$ cat config.mk
export PLATFORM = sky130hd
export DESIGN_NAME = video_timing_gen_flat
export DESIGN_NICKNAME = d
export VERILOG_FILES = /design/src/rtl/video_timing_pkg.sv /design/src/rtl/video_timing_if.sv /design/src/rtl/video_timing_counter.sv /design/src/rtl/video_timing_gen.sv /design/src/flat_wrapper.sv
export SDC_FILE = /design/constraint.sdc
export NUM_CORES = 1
export LEC_CHECK = 0
export BUFFER_PORTS_ARGS = -buffer_cell sky130_fd_sc_hd__buf_2
export CAP_MARGIN = 20
export CORE_ASPECT_RATIO = 1.2
export CORE_MARGIN = 10
export CORE_UTILIZATION = 50
export CTS_CLUSTER_SIZE = 20
export DETAILED_ROUTE_END_ITERATION = 10
export PLACE_DENSITY = 0.74
export SYNTH_ARGS = -nofsm -noshare
export SYNTH_HDL_FRONTEND = slang
export SYNTH_SLANG_ARGS = --single-unit
$ cat constraint.sdc
create_clock -name i_local_clk -period 6.62 [get_ports i_local_clk]
set_input_delay 1.324 -clock i_local_clk [delete_from_list [all_inputs] [get_ports i_local_clk]]
set_output_delay 1.324 -clock i_local_clk [all_outputs]
set_load 0.05 [all_outputs]
$ cat src/rtl/video_timing_pkg.sv
// Shared types, mode codes and the resolution lookup
// for the video timing generator.
package video_timing_pkg;

  localparam logic [7:0] RES_NONE    = 8'h00;
  localparam logic [7:0] RES_480P60  = 8'h02;
  localparam logic [7:0] RES_720P60  = 8'h04;
  localparam logic [7:0] RES_1080P60 = 8'h16;

  localparam int CW = 13;

  typedef logic [CW-1:0] cnt_t;

  typedef struct packed {
    cnt_t hact;
    cnt_t hfp;
    cnt_t hsw;
    cnt_t hbp;
    cnt_t vact;
    cnt_t vfp;
    cnt_t vsw;
    cnt_t vbp;
    logic pos;
  } vtiming_t;

  typedef struct packed {
    logic     ok;
    vtiming_t t;
  } vlut_t;

  typedef enum logic [1:0] {
    ST_IDLE,
    ST_LOAD,
    ST_RUN
  } vstate_t;

  // Idle mode: empty raster, treated as active-high sync
  localparam vtiming_t T_NONE = '{
    13'd0, 13'd0, 13'd0, 13'd0,
    13'd0, 13'd0, 13'd0, 13'd0,
    1'b1
  };

  function automatic vlut_t vt_lookup(
    input logic [7:0] code
  );
    vlut_t r;
    r.ok = 1'b1;
    r.t  = T_NONE;
    case (code)
      RES_1080P60: r.t = '{
        13'd1920, 13'd88, 13'd44, 13'd148,
        13'd1080, 13'd4, 13'd5, 13'd36,
        1'b1
      };
      RES_720P60: r.t = '{
        13'd1280, 13'd110, 13'd40, 13'd220,
        13'd720, 13'd5, 13'd5, 13'd20,
        1'b1
      };
      RES_480P60: r.t = '{
        13'd720, 13'd16, 13'd62, 13'd60,
        13'd480, 13'd9, 13'd6, 13'd30,
        1'b0
      };
      default: r.ok = 1'b0;
    endcase
    return r;
  endfunction

  function automatic cnt_t vt_htotal(
    input vtiming_t t
  );
    return t.hact + t.hfp + t.hsw + t.hbp;
  endfunction

  function automatic cnt_t vt_vtotal(
    input vtiming_t t
  );
    return t.vact + t.vfp + t.vsw + t.vbp;
  endfunction

endpackage

$ cat src/rtl/video_timing_if.sv
// Raster output bundle of the timing generator:
// syncs, data enable, coordinates and frame marker.
interface video_timing_if;
  import video_timing_pkg::*;

  logic o_hsync;
  logic o_vsync;
  logic o_de;
  cnt_t o_h_cnt;
  cnt_t o_v_cnt;
  logic o_frame_start;

  modport master (
    output o_hsync,
    output o_vsync,
    output o_de,
    output o_h_cnt,
    output o_v_cnt,
    output o_frame_start
  );

  modport slave (
    input o_hsync,
    input o_vsync,
    input o_de,
    input o_h_cnt,
    input o_v_cnt,
    input o_frame_start
  );

endinterface

$ cat src/rtl/video_timing_counter.sv
// Horizontal/vertical raster position counter with
// a combinational last-pixel-of-frame flag.
module video_timing_counter
  import video_timing_pkg::*;
(
  input  logic i_local_clk,
  input  logic i_rst_n,
  input  logic i_clr,
  input  logic i_en,
  input  cnt_t i_htotal,
  input  cnt_t i_vtotal,
  output cnt_t o_h,
  output cnt_t o_v,
  output logic o_frame_end
);

  cnt_t r_h;
  cnt_t r_v;
  logic w_line_end;
  logic w_last_line;

  assign w_line_end  = (r_h == i_htotal - 13'd1);
  assign w_last_line = (r_v == i_vtotal - 13'd1);
  assign o_frame_end = w_line_end && w_last_line;
  assign o_h = r_h;
  assign o_v = r_v;

  // h wraps every line, v advances on h wrap and wraps per frame
  always_ff @(posedge i_local_clk or negedge i_rst_n) begin
    if (!i_rst_n) begin
      r_h <= '0;
      r_v <= '0;
    end else if (i_clr) begin
      r_h <= '0;
      r_v <= '0;
    end else if (i_en) begin
      if (w_line_end) begin
        r_h <= '0;
        r_v <= w_last_line ? '0 : r_v + 13'd1;
      end else begin
        r_h <= r_h + 13'd1;
      end
    end
  end

endmodule

$ cat src/rtl/video_timing_gen.sv
// Progressive raster timing generator; mode changes
// and stops take effect only at frame boundaries.
module video_timing_gen
  import video_timing_pkg::*;
#(
  parameter logic [7:0] DEFAULT_CODE      = 8'h00,
  parameter bit         SYNC_ACT_HIGH_OVR = 1'b0
) (
  input  logic           i_local_clk,
  input  logic           i_rst_n,
  input  logic           i_enable,
  input  logic [7:0]     i_resolution,
  video_timing_if.master vid,
  output logic [7:0]     o_cur_resolution,
  output logic           o_timing_valid
);

  vstate_t    r_state;
  vstate_t    w_state_nx;
  logic [7:0] r_req;
  logic [7:0] w_req_nx;
  logic [7:0] r_cur;
  vtiming_t   r_mode;
  logic [7:0] w_code;
  vlut_t      w_lut;
  cnt_t       w_h;
  cnt_t       w_v;
  logic       w_frame_end;
  logic       w_run;
  cnt_t       w_hs_beg;
  cnt_t       w_hs_end;
  cnt_t       w_vs_beg;
  cnt_t       w_vs_end;
  logic       w_de;
  logic       w_hs;
  logic       w_vs;
  logic       w_pos;

  // LOAD reads the latched request, elsewhere the live input
  assign w_code = (r_state == ST_LOAD) ? r_req : i_resolution;
  assign w_lut  = vt_lookup(w_code);
  assign w_run  = (r_state == ST_RUN);

  video_timing_counter u_cnt (
    .i_local_clk (i_local_clk),
    .i_rst_n     (i_rst_n),
    .i_clr       (!w_run),
    .i_en        (w_run),
    .i_htotal    (vt_htotal(r_mode)),
    .i_vtotal    (vt_vtotal(r_mode)),
    .o_h         (w_h),
    .o_v         (w_v),
    .o_frame_end (w_frame_end)
  );

  // Next state: inputs sampled only in IDLE and at frame end
  always_comb begin
    w_state_nx = r_state;
    w_req_nx   = r_req;
    unique case (r_state)
      ST_IDLE: begin
        if (i_enable && w_lut.ok) begin
          w_state_nx = ST_LOAD;
          w_req_nx   = i_resolution;
        end
      end
      ST_LOAD: w_state_nx = ST_RUN;
      ST_RUN: begin
        if (w_frame_end) begin
          if (!i_enable || !w_lut.ok) begin
            w_state_nx = ST_IDLE;
          end else if (i_resolution != r_cur) begin
            w_state_nx = ST_LOAD;
            w_req_nx   = i_resolution;
          end
        end
      end
      default: w_state_nx = ST_IDLE;
    endcase
  end

  // State, pending request and the active mode table
  always_ff @(posedge i_local_clk or negedge i_rst_n) begin
    if (!i_rst_n) begin
      r_state <= ST_IDLE;
      r_req   <= DEFAULT_CODE;
      r_cur   <= RES_NONE;
      r_mode  <= T_NONE;
    end else begin
      r_state <= w_state_nx;
      r_req   <= w_req_nx;
      if (r_state == ST_LOAD) begin
        r_mode <= w_lut.t;
        r_cur  <= r_req;
      end else if (w_run && w_state_nx == ST_IDLE) begin
        r_mode <= T_NONE;
        r_cur  <= RES_NONE;
      end
    end
  end

  assign w_hs_beg = r_mode.hact + r_mode.hfp;
  assign w_hs_end = w_hs_beg + r_mode.hsw;
  assign w_vs_beg = r_mode.vact + r_mode.vfp;
  assign w_vs_end = w_vs_beg + r_mode.vsw;
  assign w_pos    = SYNC_ACT_HIGH_OVR || r_mode.pos;

  assign w_de = w_run && (w_h < r_mode.hact)
             && (w_v < r_mode.vact);
  assign w_hs = w_run && (w_h >= w_hs_beg)
             && (w_h < w_hs_end);
  assign w_vs = w_run && (w_v >= w_vs_beg)
             && (w_v < w_vs_end);

  // Registered raster outputs, one cycle behind the counters
  always_ff @(posedge i_local_clk or negedge i_rst_n) begin
    if (!i_rst_n) begin
      vid.o_hsync       <= 1'b0;
      vid.o_vsync       <= 1'b0;
      vid.o_de          <= 1'b0;
      vid.o_h_cnt       <= '0;
      vid.o_v_cnt       <= '0;
      vid.o_frame_start <= 1'b0;
      o_timing_valid    <= 1'b0;
    end else begin
      vid.o_hsync       <= w_pos ? w_hs : !w_hs;
      vid.o_vsync       <= w_pos ? w_vs : !w_vs;
      vid.o_de          <= w_de;
      vid.o_h_cnt       <= w_h;
      vid.o_v_cnt       <= w_v;
      vid.o_frame_start <= w_run && (w_h == '0)
                        && (w_v == '0);
      o_timing_valid    <= w_run;
    end
  end

  assign o_cur_resolution = r_cur;

endmodule

$ cat src/flat_wrapper.sv
// flat-port wrapper written by rule: the top's interface ports become plain ports
module video_timing_gen_flat import video_timing_pkg::*;
#(
  parameter logic [7:0] DEFAULT_CODE      = 8'h00,
  parameter bit         SYNC_ACT_HIGH_OVR = 1'b0
)
  (i_local_clk, i_rst_n, i_enable, i_resolution, o_cur_resolution, o_timing_valid, vid_o_hsync, vid_o_vsync, vid_o_de, vid_o_h_cnt, vid_o_v_cnt, vid_o_frame_start);
  video_timing_if vid_i ();
  input  logic i_local_clk;
  input  logic i_rst_n;
  input  logic i_enable;
  input  logic [7:0] i_resolution;
  output logic [7:0] o_cur_resolution;
  output logic o_timing_valid;
  output wire logic [$bits(vid_i.o_hsync)-1:0] vid_o_hsync;
  output wire logic [$bits(vid_i.o_vsync)-1:0] vid_o_vsync;
  output wire logic [$bits(vid_i.o_de)-1:0] vid_o_de;
  output wire logic [$bits(vid_i.o_h_cnt)-1:0] vid_o_h_cnt;
  output wire logic [$bits(vid_i.o_v_cnt)-1:0] vid_o_v_cnt;
  output wire logic [$bits(vid_i.o_frame_start)-1:0] vid_o_frame_start;
  assign vid_o_hsync = vid_i.o_hsync;
  assign vid_o_vsync = vid_i.o_vsync;
  assign vid_o_de = vid_i.o_de;
  assign vid_o_h_cnt = vid_i.o_h_cnt;
  assign vid_o_v_cnt = vid_i.o_v_cnt;
  assign vid_o_frame_start = vid_i.o_frame_start;
  video_timing_gen #(.DEFAULT_CODE(DEFAULT_CODE), .SYNC_ACT_HIGH_OVR(SYNC_ACT_HIGH_OVR)) u_core (.i_local_clk(i_local_clk), .i_rst_n(i_rst_n), .i_enable(i_enable), .i_resolution(i_resolution), .vid(vid_i), .o_cur_resolution(o_cur_resolution), .o_timing_valid(o_timing_valid));
endmodule
# Word level (Yosys, flattened, before mapping)
# Index checks and enable logic that the tools add are counted.
# W data, S select, Z words.
dict set report classes {
  n_addsub 10
  order_cmp 6
  eq_ne 13
  n_mux 24
  n_reduce_logical 24
}
# cell count
set ops {}
lappend ops {{$pmux W103 S3} 1}
lappend ops {{$mux W105} 2}
lappend ops {{$add A13 B13 Y13} 6}
lappend ops {{$mux W13} 5}
lappend ops {{$mux W8} 7}
lappend ops {{$lt A13 B13 Y1} 4}
lappend ops {{$add A13 B1 Y13 const B} 2}
lappend ops {{$eq A13 B13 Y1} 2}
lappend ops {{$ge A13 B13 Y1} 2}
lappend ops {{$logic_not A13 Y1} 2}
lappend ops {{$sub A13 B1 Y13 const B} 2}
lappend ops {{$pmux W8 S2} 1}
lappend ops {{$logic_and A1 B1 Y1} 11}
lappend ops {{$eq A8 B2 Y1 const B} 1}
lappend ops {{$eq A8 B3 Y1 const B} 1}
lappend ops {{$eq A8 B5 Y1 const B} 1}
lappend ops {{$mux W2} 4}
lappend ops {{$ne A2 B2 Y1 const B} 4}
lappend ops {{$ne A8 B8 Y1} 1}
lappend ops {{$pmux W2 S3} 1}
lappend ops {{$reduce_and A5 Y1} 1}
lappend ops {{$logic_not A1 Y1} 4}
lappend ops {{$logic_not A2 Y1} 2}
lappend ops {{$reduce_bool A2 Y1} 2}
lappend ops {{other kinds (6)} 8}
dict set report word_totals {
  ff_bits 180
  out_inout_bits 39
  elab_cells 98
}

# Logic depth before layout (Yosys ltp)
dict set report depth {
  depth_word 14
  ltp_mapped 24
}

# Hierarchy
# Synthesis repeated with hierarchy kept, for this count alone.
dict set report unflattened {
  cells_unflattened 765
  area_unflattened_um2 7099.3
}
# mod n_inst cells_each area_each_um2 seq_area_each_um2
set modules_own_cells {}
lappend modules_own_cells {video_timing_gen 1 483 4642.0 1427.6}
lappend modules_own_cells {video_timing_counter 1 282 2457.4 650.6}

# Worst setup path after synthesis
# No wires, ideal clock.
dict set report synth_path {
  path_kind {reg2reg}
  from {register u_core.r_mode[45] in the netlist's numbering}
  to {register u_core.r_req[1]}
  t_arrival_ns 4.913
  slack_ns 1.582
  stages_incl_launch_ff 22
  n_path_buf 4
  period_less_slack_ns 5.038
  path_cell_list {dfrtp_1 buf_6 inv_1 clkbuf_1 ha_1 xnor2_2 a311oi_2 or4_4 buf_6 nor2_1 a21oi_1 ha_1 or2_2 clkbuf_1 nand3_1 a311oi_1 a2111oi_0 nand3_1 o211a_1 o211ai_2 o31a_4 mux2_4}
}
dict set report synth_between {
  elab_chain_cells 8
}
# element line
set synth_lines {}
lappend synth_lines {{start, declared} video_timing_gen.sv:23} ;# vtiming_t r_mode;
lappend synth_lines {{start signal, assigned} video_timing_gen.sv:93} ;# r_mode <= w_lut.t;
lappend synth_lines {{$add A13 B13 Y13 (3 in series)} video_timing_pkg.sv:80} ;# return t.vact + t.vfp + t.vsw + t.vbp;
lappend synth_lines {{$sub A13 B1 Y13} video_timing_counter.sv:23} ;# assign w_last_line = (r_v == i_vtotal - 13'd1);
lappend synth_lines {{$eq A13 B13 Y1} video_timing_counter.sv:23}
lappend synth_lines {{$logic_and A1 B1 Y1} video_timing_counter.sv:24} ;# assign o_frame_end = w_line_end && w_last_line;
lappend synth_lines {{$ne A2 B2 Y1 (no line)} --}
lappend synth_lines {{$reduce_and A5 Y1 (no line)} --}
lappend synth_lines {{end signal, assigned} video_timing_gen.sv:91} ;# r_req <= w_req_nx;
lappend synth_lines {{end, declared} video_timing_gen.sv:20} ;# logic [7:0] r_req;
# No other way between the ends.
# A chain may end at the register's enable or synchronous reset.

# Worst setup path in the final report
dict set report layout_path {
  from {register u_core.r_mode[45] in the netlist's numbering}
  to {register u_core.r_req[2]}
}
# Same word-level chain as after synthesis.

==> out/results.tsv <==
metric	value	unit
slowest_delay	0.64	ns
start_util	0.511	
required	6.86	ns
ant_nets	0	
clockBufferDepth	2	
die_area	20000	um^2
tightest_slew	1.00	ns
whs_path_depth	0	
syn_nets	923	
total_power	0.00324	W
grt-ovfl-total	0	
outcome	complete, no violations	
cp_cell_sequence	buf_4 > ha_1 > nand2_1 > xnor2_1 > nor3_1 > xnor2_1 > inv_1 > ha_1 > a211o_1 > a211o_1 > o22ai_1 > a22oi_1 > o21ai_1 > xnor2_1 > and4_1 > inv_1 > o31a_4 > mux2_4	
grt_pass1_wl	32500	um
slew_headroom	0.327	
synth_edf_count	0	
ys_seq_area_frac	0.282	
synth-xor-area-share	0.107	
path_buf_inv	3	
area_delta_synth_final	9.50	%
avgSynthCellArea	9.15	um^2
synth_top_cell_by_area	dfrtp_1	
fp.dieH	153	um
synthesis.area	7370	um^2
p_leak	3.80	nW
r2r_cells	18	
fillers	1306	
power.density	402	nW/um^2
post_cts_buffers	0	
worstHoldStart	u_core.u_cnt.o_h[1]$_DFF_PN0_	
grt_pass1_vias	6315	
peakVddDrop	0.000233	V
drtIter0Drc	564	
cts_htree_levels	3	
maxCapViolCount	0	
grt_util_all_layers	0.200	
synth.area.top_cells	dfrtp_1 (28%), ha_1 (18%), xnor2_1 (7.1%), nor2_1 (2.6%), xor2_1 (2.6%)	
hold_class	reg -> reg	
yosys_register_bits	83	
cpMostUsedCell	xnor2_1	
routabilityCongestion	0.950	
cts.hold.buffers_added	0	
setup_viol	0	
antenna_found_initial	0	
nets	963	
reg2reg_from	u_core.r_mode[45]$_DFFE_PN0P_	
drive_above_1_share	0.115	
num_io_pins	50	
synth-adder-area-share	0.188	
muxShareOfSynthArea	0.00815	
slew_viol_final	0	
first_pass_iters	5	
fin_crit_sh	0.876	
yosys_warnings	0	
cts-resized-gates	0	
cp-start-kind	flop	
portBuffers	49	
rsz0062_at_grt	false	
synthTopCellsByCount	ha_1 (104), dfrtp_1 (82), xnor2_1 (60)	
cts_sinks	83	
critPathKind	reg -> reg	
drc	0	
fp.coreArea	14400	um^2
synth_most_common_cell	ha_1	
yosysTopAreaCellShare	0.279	
cts.clk_slew.worst_paths	0.07	ns
fmax	0.172	GHz
cp_top_family	compound AO/OA/AOI/OAI gates	
vias_per_cell	6.12	
cp_slowest_cell	and4_1	
hold_viol	0	
via_count	6271	
synth_flop_cell	dfrtp_1	
rrSetupSlack	0.82	ns
synth-simple-area-share	0.185	
critPathMaxFanout	20	
period_minus_slack	5.80	ns
r2r-end	u_core.r_req[2]$_DFFE_PN0P_	
synth_top_family_by_area	adder cells	
worstPathArrival	6.04	ns
dp_hpwl	14100	um
ys_async_sr_fraction	1.00	
die_width	131	um
synth_compound_area_frac	0.183	
rows	48	
root_buffer	clkbuf_16	
cp.depth	18	
whs_endpoint	u_core.vid.o_h_cnt[1]$_DFF_PN0_	
n_antenna_cell	0	
wl_per_cell	18.9	um
finalWirelength	19400	um
fin_skew	0.00998	ns
tritoncts	yes	
synthCells	805	
yosysUniqueCellTypes	82	
crit_path_end_kind	flop	
clock_latency	0.35	ns
numCtsBuffers	9	
grt_max_degree	76	
fin_tns_setup	0	ns
[logic make-up (layout without fill, tap and decap cells)]
| logic type | count (synthesis) | after routing |
|---|---|---|
| AND/OR/NAND/NOR | 253 | 253 |
| AO/OA/AOI/OAI | 191 | 191 |
| adder cells (fa/ha/maj) | 109 | 109 |
| XOR/XNOR | 86 | 86 |
| flip-flops | 83 | 83 |
| buffers and inverters | 78 | 123 |
| multiplexers | 4 | 4 |
| other | 1 | 1 |
[placed cells by master (no fill, tap or decap), types with 5 or more instances in the layout]
master,count
dfrtp_1,82
o31ai_1,9
and2_1,9
a31oi_1,6
nand2_1,49
inv_1,48
nor2_1,52
or4b_1,10
nor2b_1,8
o2111ai_1,7
a21o_1,14
nor4_1,11
or3_1,5
nand2b_1,17
nand3_1,27
xor2_1,22
o21ai_0,26
a2111oi_0,11
a21oi_1,36
clkbuf_16,9
nor3_1,17
nand4_1,10
buf_2,48
ha_1,104
and3_1,17
buf_4,7
xnor2_1,60
o21a_1,12
o21ai_1,17
or4_1,5
[layout make-up]
cell class,instances,area (um^2),share of cell area
well taps,175,219,0.0271
repair buffers,55,293,0.0363
inverters,52,195,0.0242
clock inverters,7,108,0.0133
flip-flops and latches,83,2080,0.258
clock buffers,9,225,0.0279
multi-input cells,644,4950,0.613
[report_power, final]
| group | internal (W) | switching [W] | total, W |
|---|---|---|---|
| Sequential | 0.000536 | 0.0000406 | 0.000577 |
| Clock | 0.000337 | 0.000234 | 0.000571 |
| Combinational | 0.000867 | 0.00122 | 0.00209 |
[registers in the layout (all words and copies together) (netlist names), 2 cells and up]
| signal | count |
|---|---|
| u_core.u_cnt.o_v | 13 |
| u_core.vid.o_v_cnt | 13 |
| u_core.r_state | 2 |
| u_core.o_cur_resolution | 8 |
| u_core.u_cnt.o_h | 13 |
| u_core.vid.o_h_cnt | 13 |
| u_core.r_req | 8 |
| u_core.r_mode | 7 |
[per-layer routing]
metal / wire, um / track usage
met1: 8480 / 0.253
met3: 920 / 0.0304
met4: 502 / 0.0684
met2: 9510 / 0.338
met5: 0 / 0
[worst max-delay path by stage]
stage                                         endpoint  slack, ns                     startpoint
after floorplan            u_core.r_req[1]$_DFFE_PN0P_       1.58  u_core.r_mode[45]$_DFFE_PN0P_
after global placement    u_core.r_mode[4]$_DFFE_PN0P_       0.96  u_core.r_mode[45]$_DFFE_PN0P_
after detailed placement  u_core.r_mode[4]$_DFFE_PN0P_       0.96  u_core.r_mode[45]$_DFFE_PN0P_
after CTS                  u_core.r_req[2]$_DFFE_PN0P_       0.91  u_core.r_mode[45]$_DFFE_PN0P_
after global routing      u_core.r_mode[4]$_DFFE_PN0P_       0.36  u_core.r_mode[45]$_DFFE_PN0P_
final                      u_core.r_req[2]$_DFFE_PN0P_       0.82  u_core.r_mode[45]$_DFFE_PN0P_
[through the flow]
| step | cell area [um^2] | worst slack (ns) | util | cells | hold WS (ns) |
|---|---|---|---|---|---|
| 2_1_floorplan | 7370 | 1.58 | - | 805 | 0.404 |
| 3_3_place_gp | 7730 | 0.965 | 0.536 | 1009 | 0.448 |
| 3_5_place_dp | 7730 | 0.959 | 0.536 | 1009 | 0.441 |
| 4_1_cts | 8070 | 0.907 | 0.560 | 1025 | 0.460 |
| 5_1_grt | 8070 | 0.356 | 0.560 | 1025 | 0.505 |
| 6_report | 8070 | 0.823 | 0.560 | 1025 | 0.456 |
No activity file was read; power rests on OpenSTA's default activity.
